`config.mk`:
```
export PLATFORM = sky130hd
export DESIGN_NAME = signed_addsub_serial
export DESIGN_NICKNAME = d
export VERILOG_FILES = /design/src/rtl/signed_addsub_serial.sv
export SDC_FILE = /design/constraint.sdc
export NUM_CORES = 1
export LEC_CHECK = 0
export ABC_AREA = 1
export CORE_MARGIN = 8
export CORE_UTILIZATION = 40
export DETAILED_ROUTE_END_ITERATION = 12
export DONT_BUFFER_PORTS = 1
export GPL_ROUTABILITY_DRIVEN = 0
export PLACE_DENSITY = 0.63
export SYNTH_ARGS = -nofsm -noshare
export SYNTH_HDL_FRONTEND = slang
export SYNTH_SLANG_ARGS = --single-unit
```
`constraint.sdc`:
```
create_clock -name clk -period 3.2 [get_ports clk]
set_clock_uncertainty 0.2 [all_clocks]
set_input_delay 0.8 -clock clk [delete_from_list [all_inputs] [get_ports clk]]
set_output_delay 0.8 -clock clk [all_outputs]
set_load 0.01 [all_outputs]
```
`src/rtl/signed_addsub_serial.sv`:
```
// Digit-serial signed adder/subtractor: STEP bits per cycle, LSB chunk first,
// producing the exact SIZE+1-bit result, a wrapped/saturated SIZE-bit result and an overflow flag.
module signed_addsub_serial #(
    parameter int SIZE = 8,
    parameter int STEP = 4
) (
    input  logic                   clk,
    input  logic                   rst,
    input  logic                   in_valid,
    output logic                   in_ready,
    input  logic signed [SIZE-1:0] a,
    input  logic signed [SIZE-1:0] b,
    input  logic                   sub,
    input  logic                   saturate,
    output logic                   out_valid,
    input  logic                   out_ready,
    output logic signed [SIZE:0]   result,
    output logic signed [SIZE-1:0] sat_result,
    output logic                   overflow
);

    localparam int N  = SIZE / STEP;
    localparam int KW = (N > 1) ? $clog2(N) : 1;

    typedef enum logic [1:0] {IDLE, RUN, DONE} state_t;

    state_t                 state, state_nxt;
    logic signed [SIZE-1:0] a_q, b_q;
    logic                   carry_q, sat_q;
    logic [KW-1:0]          k_q;
    logic signed [SIZE:0]   result_q;
    logic signed [SIZE-1:0] sat_result_q;
    logic                   overflow_q;

    logic                   last;
    int unsigned            base;
    logic [STEP:0]          sum;
    logic [SIZE:0]          res_nxt;
    logic                   ovf_nxt;

    // Clamp toward the sign of the exact result when it does not fit in SIZE bits.
    function automatic logic [SIZE-1:0] sat_fn(input logic [SIZE:0] r, input logic en);
        if (en && (r[SIZE] ^ r[SIZE-1]))
            return r[SIZE] ? {1'b1, {(SIZE-1){1'b0}}} : {1'b0, {(SIZE-1){1'b1}}};
        return r[SIZE-1:0];
    endfunction

    always_ff @(posedge clk or posedge rst) begin
        if (rst) state <= IDLE;
        else     state <= state_nxt;
    end

    always_comb begin
        state_nxt = state;
        case (state)
            IDLE:    if (in_valid) state_nxt = RUN;
            RUN:     if (last) state_nxt = DONE;
            DONE:    if (out_ready) state_nxt = IDLE;
            default: state_nxt = IDLE;
        endcase
    end

    always_comb begin
        in_ready  = 1'b0;
        out_valid = 1'b0;
        case (state)
            IDLE:    in_ready = 1'b1;
            DONE:    out_valid = 1'b1;
            default: ;
        endcase
    end

    // One chunk of the ripple: carry_q links successive chunks across cycles.
    always_comb begin
        last    = (k_q == KW'(N - 1));
        base    = int'(k_q) * STEP;
        sum     = {1'b0, a_q[base +: STEP]} + {1'b0, b_q[base +: STEP]} + {{STEP{1'b0}}, carry_q};
        res_nxt = result_q;
        res_nxt[base +: STEP] = sum[STEP-1:0];
        if (last) res_nxt[SIZE] = a_q[SIZE-1] ^ b_q[SIZE-1] ^ sum[STEP];
        ovf_nxt = res_nxt[SIZE] ^ res_nxt[SIZE-1];
    end

    always_ff @(posedge clk or posedge rst) begin
        if (rst) begin
            a_q          <= '0;
            b_q          <= '0;
            carry_q      <= 1'b0;
            sat_q        <= 1'b0;
            k_q          <= '0;
            result_q     <= '0;
            sat_result_q <= '0;
            overflow_q   <= 1'b0;
        end else if (state == IDLE && in_valid) begin
            a_q     <= a;
            b_q     <= sub ? ~b : b;
            carry_q <= sub;
            sat_q   <= saturate;
            k_q     <= '0;
        end else if (state == RUN) begin
            result_q <= res_nxt;
            carry_q  <= sum[STEP];
            k_q      <= k_q + KW'(1);
            if (last) begin
                overflow_q   <= ovf_nxt;
                sat_result_q <= sat_fn(res_nxt, sat_q);
            end
        end
    end

    assign result     = result_q;
    assign sat_result = sat_result_q;
    assign overflow   = overflow_q;

endmodule

```
* Word level (Yosys, flattened, before mapping) *
Cells that the tools add are included.

operators by class
  mux-type cells = 20
  reduce and logical (&&, ||, !) cells = 7
  multiply operators = 0
  add/sub/neg operators = 4
  $lt $le $gt $ge = 0
  shift operators = 4
  divide/modulo/power cells = 0
  equal/unequal tests = 5
  bitwise gates (word level) = 5

operators with widths
  kind                                                                    count
  3-bit negation with 34-bit output                                       1
  4-bit by 34-bit variable shift with 9-bit output, first input constant  1
  4-bit by 34-bit indexed part select with 9-bit output                   1
  8-bit 2-to-1 mux                                                        4
  8-bit by 4-bit indexed part select with 4-bit output                    2
  1-bit 2-to-1 mux                                                        11
  9-bit bitwise mux                                                       1
  8-bit NOT                                                               1
  2-bit 2-to-1 mux                                                        3
  2-bit inequality test, second input constant                            3
  2-bit case mux with 3 select lines                                      1
  3-bit AND reduction                                                     2
  4-bit by 4-bit adder with 5-bit output                                  1
  5-bit by 1-bit adder with 5-bit output                                  1
  1-bit XOR                                                               3
  2-bit by 1-bit == test with 1-bit output, second input constant         1
  2-bit == test, second input constant                                    1
  1-bit logical AND                                                       2
  2-bit zero test                                                         1
  2-bit AND reduction                                                     1
  2-bit nonzero test                                                      1
  1-bit adder, second input constant                                      1
  1-bit NOT                                                               1

storage, ports and cells
  input port bits = 22
  memories = 0
  register bits after elaboration = 39
  bits in read-only memories = 0
  memory bits (writable) = 0
  bits in latches = 0

* Longest topological paths before layout *
  depth after elaboration = 13
  mapped depth = 17
  gate-level depth less buffers = 16

* Worst setup path after synthesis *
Ideal clock, no wire load.

  kind = register to register
  from = reg k_q
  to = reg sat_result_q[2], in the netlist sat_result[2]
  path slack = 0.491 ns
  data arrival time = 2.390 ns
  cell stages (with the launch flop) = 18
  buffers on the path = 2
  setup time = 0.119 ns
  clock period less this slack = 2.709 ns
  cell sequence = dfrtp_1 > buf_6 > clkbuf_8 > mux2i_1 > fa_1 > fa_1 > inv_1 > nand2_1 > nand2_1 > nand2_2 > nand2_2 > nand2_1 > nand2_1 > nand2_2 > nand2_2 > nand3_4 > nand2_1 > a21oi_2

between the ends
  word-level cells in the longest chain between the ends = 13
  elaborated cells on any way between the ends = 20

ends and longest elaborated chain
  what                                                   line  source
  start: declaration                                     30    logic [KW-1:0] k_q;
  start signal: assignment                               103   k_q <= k_q + KW'(1);
  8-bit by 4-bit indexed part select with 4-bit output   77    sum = {1'b0, a_q[base +: STEP]} + {1'b0, b_q[base +: STEP]} + {{STEP{1'b0}}, carry_q};
  4-bit by 4-bit adder with 5-bit output                 77
  5-bit by 1-bit adder with 5-bit output                 77
  4-bit by 34-bit indexed part select with 9-bit output  79    res_nxt[base +: STEP] = sum[STEP-1:0];
  9-bit bitwise mux                                      79
  1-bit 2-to-1 mux                                       80    if (last) res_nxt[SIZE] = a_q[SIZE-1] ^ b_q[SIZE-1] ^ sum[STEP];
  1-bit XOR                                              43    if (en && (r[SIZE] ^ r[SIZE-1]))
  1-bit logical AND                                      43
  1-bit 2-to-1 mux                                       43
  1-bit 2-to-1 mux                                       104   if (last) begin
  1-bit 2-to-1 mux                                       100   end else if (state == RUN) begin
  1-bit 2-to-1 mux                                       94    end else if (state == IDLE && in_valid) begin
  8-bit 2-to-1 mux                                       45    return r[SIZE-1:0];
  end signal: assignment                                 106   sat_result_q <= sat_fn(res_nxt, sat_q);
  end: declaration                                       32    logic signed [SIZE-1:0] sat_result_q;

Parallel ways exist; a longest one is shown, timed or not. The select of a mux whose other input is x is not followed.
A chain may end at the register's enable or synchronous reset.

* Worst setup path in the final report *
  from = reg k_q
  to = reg sat_result_q[5], in the netlist sat_result[5]

Same word-level chain as after synthesis.

==> results_dict.tcl <==
set metrics [dict create \
    status "finished clean" \
    setup_viol 0 \
    yosysWarnings 0 \
    grt_max_degree 40 \
    hp-class "reg -> reg" \
    max-vdd-ir-drop_mv 0.477 \
    wl_per_cell_um 13.2 \
    fin_crit_ps 2840 \
    vias_per_cell 4.70 \
    dpl.hpwl_mm 3.26 \
    clockBufferDepth 2 \
    ant_nets 0 \
    power.density_mw_per_mm2 1270 \
    vias 1527 \
    cap_violations 0 \
    slew_violations 0 \
    crit_fanout 15 \
    finalNetCount 282 \
    rsz0062_at_grt "false" \
    postCtsSetupBuffers 0 \
    grt_pass1_vias 1614 \
    placed_area_mm2 0.00213 \
    place.detailed.instances 318 \
    antenna_cells 0 \
    antenna_found_initial 0 \
    cts_root_buffer "clkbuf_8" \
    drtPass1Iterations 4 \
    syn_to_final_growth_pct 7.05 \
    floorplan.rows 26 \
    layout-drive-gt1-share 0.141 \
    register_area_um2 976 \
    tritoncts "built" \
    gr-total-overflow 0 \
    syn_area_per_cell_um2 8.24 \
    drc 0 \
    fillers 515 \
    power_leakage_uw 0.00112 \
    netlist_area_mm2 0.00208 \
    clk_latency_ps 290 \
    drt_iter0_drc 62 \
    synth_nets 279 \
    htree_levels 2 \
    clock_sinks 39 \
    synth_cell_types 26 \
    boundaryPins 42 \
    synth_seq_area_share 0.470 \
    coreArea_mm2 0.00504 \
    grtUsageTotal 0.127 \
    ys_ff_latch 39 \
    port_buffers 0 \
    period_share 0.889 \
    final.setup.tns_ps 0 \
    clk_pin_slew_worst_paths_ps 80 \
    syn_inst 252 \
    cts-buffers-inserted 5 \
    grt_pass1_wl_mm 7.59 \
    worst_pin_slew_ps 485 \
    multi_input_comb_area_um2 936 \
    path_class "reg -> reg" \
    critical_path_arrival_ps 2860 \
    floorplan.initialDensity 0.412 \
    final_area_mm2 0.00222 \
    die_area_mm2 0.00775 \
    die_w_um 88.0 \
    cts_resized 0 \
    start_kind "register" \
    slew_headroom 0.677 \
    hold_buffers 0 \
    finalHoldViolCount 0 \
    crit_required_ps 3220 \
    die_h_um 88.0 \
    endpoint_kind "register" \
    max_freq_mhz 352 \
    routed_wirelength_mm 4.30 \
    instances_no_fill 325 \
]
-- Yosys cell counts (all sizes together) --
cell type,count,area (um^2)
buf,6,45.0
fa,2,40.0
o221ai,1,8.76
nor2,5,18.8
o21a,1,7.51
or2,12,77.6
xnor2,9,78.8
o21ai,32,160
ha,3,37.5
clkbuf,3,21.3
o31ai,1,7.51
nand3,10,67.6
mux2i,2,20.0
nand2,91,359
a21oi,9,52.6
dfrtp,39,976
inv,26,97.6
-- cell usage in the layout, fill, tap and decap left out --
cell,synthesis,layout
buf_4,1,5
o31ai_1,1,1
a21oi_2,2,2
mux2i_1,2,2
inv_1,25,25
fa_1,2,2
nand2_2,7,7
o21ai_0,32,32
nand2_1,84,84
xnor2_1,9,9
inv_2,1,1
ha_1,3,3
nand3_2,1,1
o221ai_1,1,1
clkinv_2,0,1
dfrtp_1,39,39
nand3_4,1,1
a21oi_1,7,7
or2_4,1,1
nand3_1,8,8
o21a_1,1,1
clkbuf_8,1,6
or2_2,11,11
nor2_1,5,5
-- report_power, final --
group / internal (uW) / leakage [uW] / switching, uW
Combinational: 592 / 0.000593 / 917
Sequential: 741 / 0.000476 / 246
Clock: 169 / 0.0000470 / 167
Total: 1500 / 0.00112 / 1330
-- final cells by class --
| class | count | share of cell area |
|---|---|---|
| flip-flops and latches | 39 | 0.439 |
| repair buffers | 5 | 0.0169 |
| clock inverters | 1 | 0.00225 |
| multi-input cells | 178 | 0.421 |
| inverters | 26 | 0.0439 |
| clock buffers | 6 | 0.0372 |
| well taps | 70 | 0.0394 |
-- final timing paths --
check	start	to	slack, ps	depth (start not counted)
worst max-delay path	k_q$_DFFE_PP0P_	sat_result[5]$_DFFE_PP0P_	360	14
worst min register to register	a_q[5]$_DFFE_PP0P_	a_q[5]$_DFFE_PP0P_	280	2
max in group asynchronous	rst	result[8]$_DFFE_PP0P_	2150	2
worst min-delay path	a_q[5]$_DFFE_PP0P_	a_q[5]$_DFFE_PP0P_	280	2
worst max register to register	k_q$_DFFE_PP0P_	sat_result[5]$_DFFE_PP0P_	360	14
min in group asynchronous	rst	sat_result[4]$_DFFE_PP0P_	310	2
-- per-layer routing --
| metal | share of wire | track usage |
|---|---|---|
| met1 | 0.46 | 0.153 |
| met2 | 0.45 | 0.202 |
| met3 | 0.076 | 0.0413 |
| met4 | 0.014 | 0.0507 |
| met5 | 0 | 0 |
-- worst max-delay path, cell delays in order (launching register included) --
cell,delay (ps)
dfrtp_1,620
inv_1,200
or2_2,310
o21ai_0,190
inv_1,100
ha_1,310
nand3_1,120
nand2_1,90
nand2_1,80
nand3_1,80
nand2_2,90
nand2_2,80
nand3_4,110
nand2_1,70
a21oi_1,130
-- per-stage QoR --
step | power (uW) | utilization | hold WS, ps | worst slack (ps)
after floorplan | 2210 | - | 241 | 491
after global placement | 2490 | 0.423 | 265 | 477
after detailed placement | 2530 | 0.423 | 262 | 360
after CTS | 2870 | 0.441 | 284 | 337
after global routing | 3200 | 0.441 | 317 | 9.63
final | 2830 | 0.441 | 280 | 355
-- flip-flops by register name (all words and copies together) (netlist names) --
register    cells
result          9
k_q             1
carry_q         1
a_q             8
overflow        1
sat_result      8
sat_q           1
b_q             8
state           2
-- kinds of logic after synthesis --
kind of cell | after synthesis | synth area share
simple gates | 118 | 0.252
compound gates | 44 | 0.114
flops | 39 | 0.470
buf+inv | 35 | 0.0790
xor+xnor | 9 | 0.0380
fa+ha+maj | 5 | 0.0374
mux | 2 | 0.00964
No activity file was read; power rests on OpenSTA's default activity.
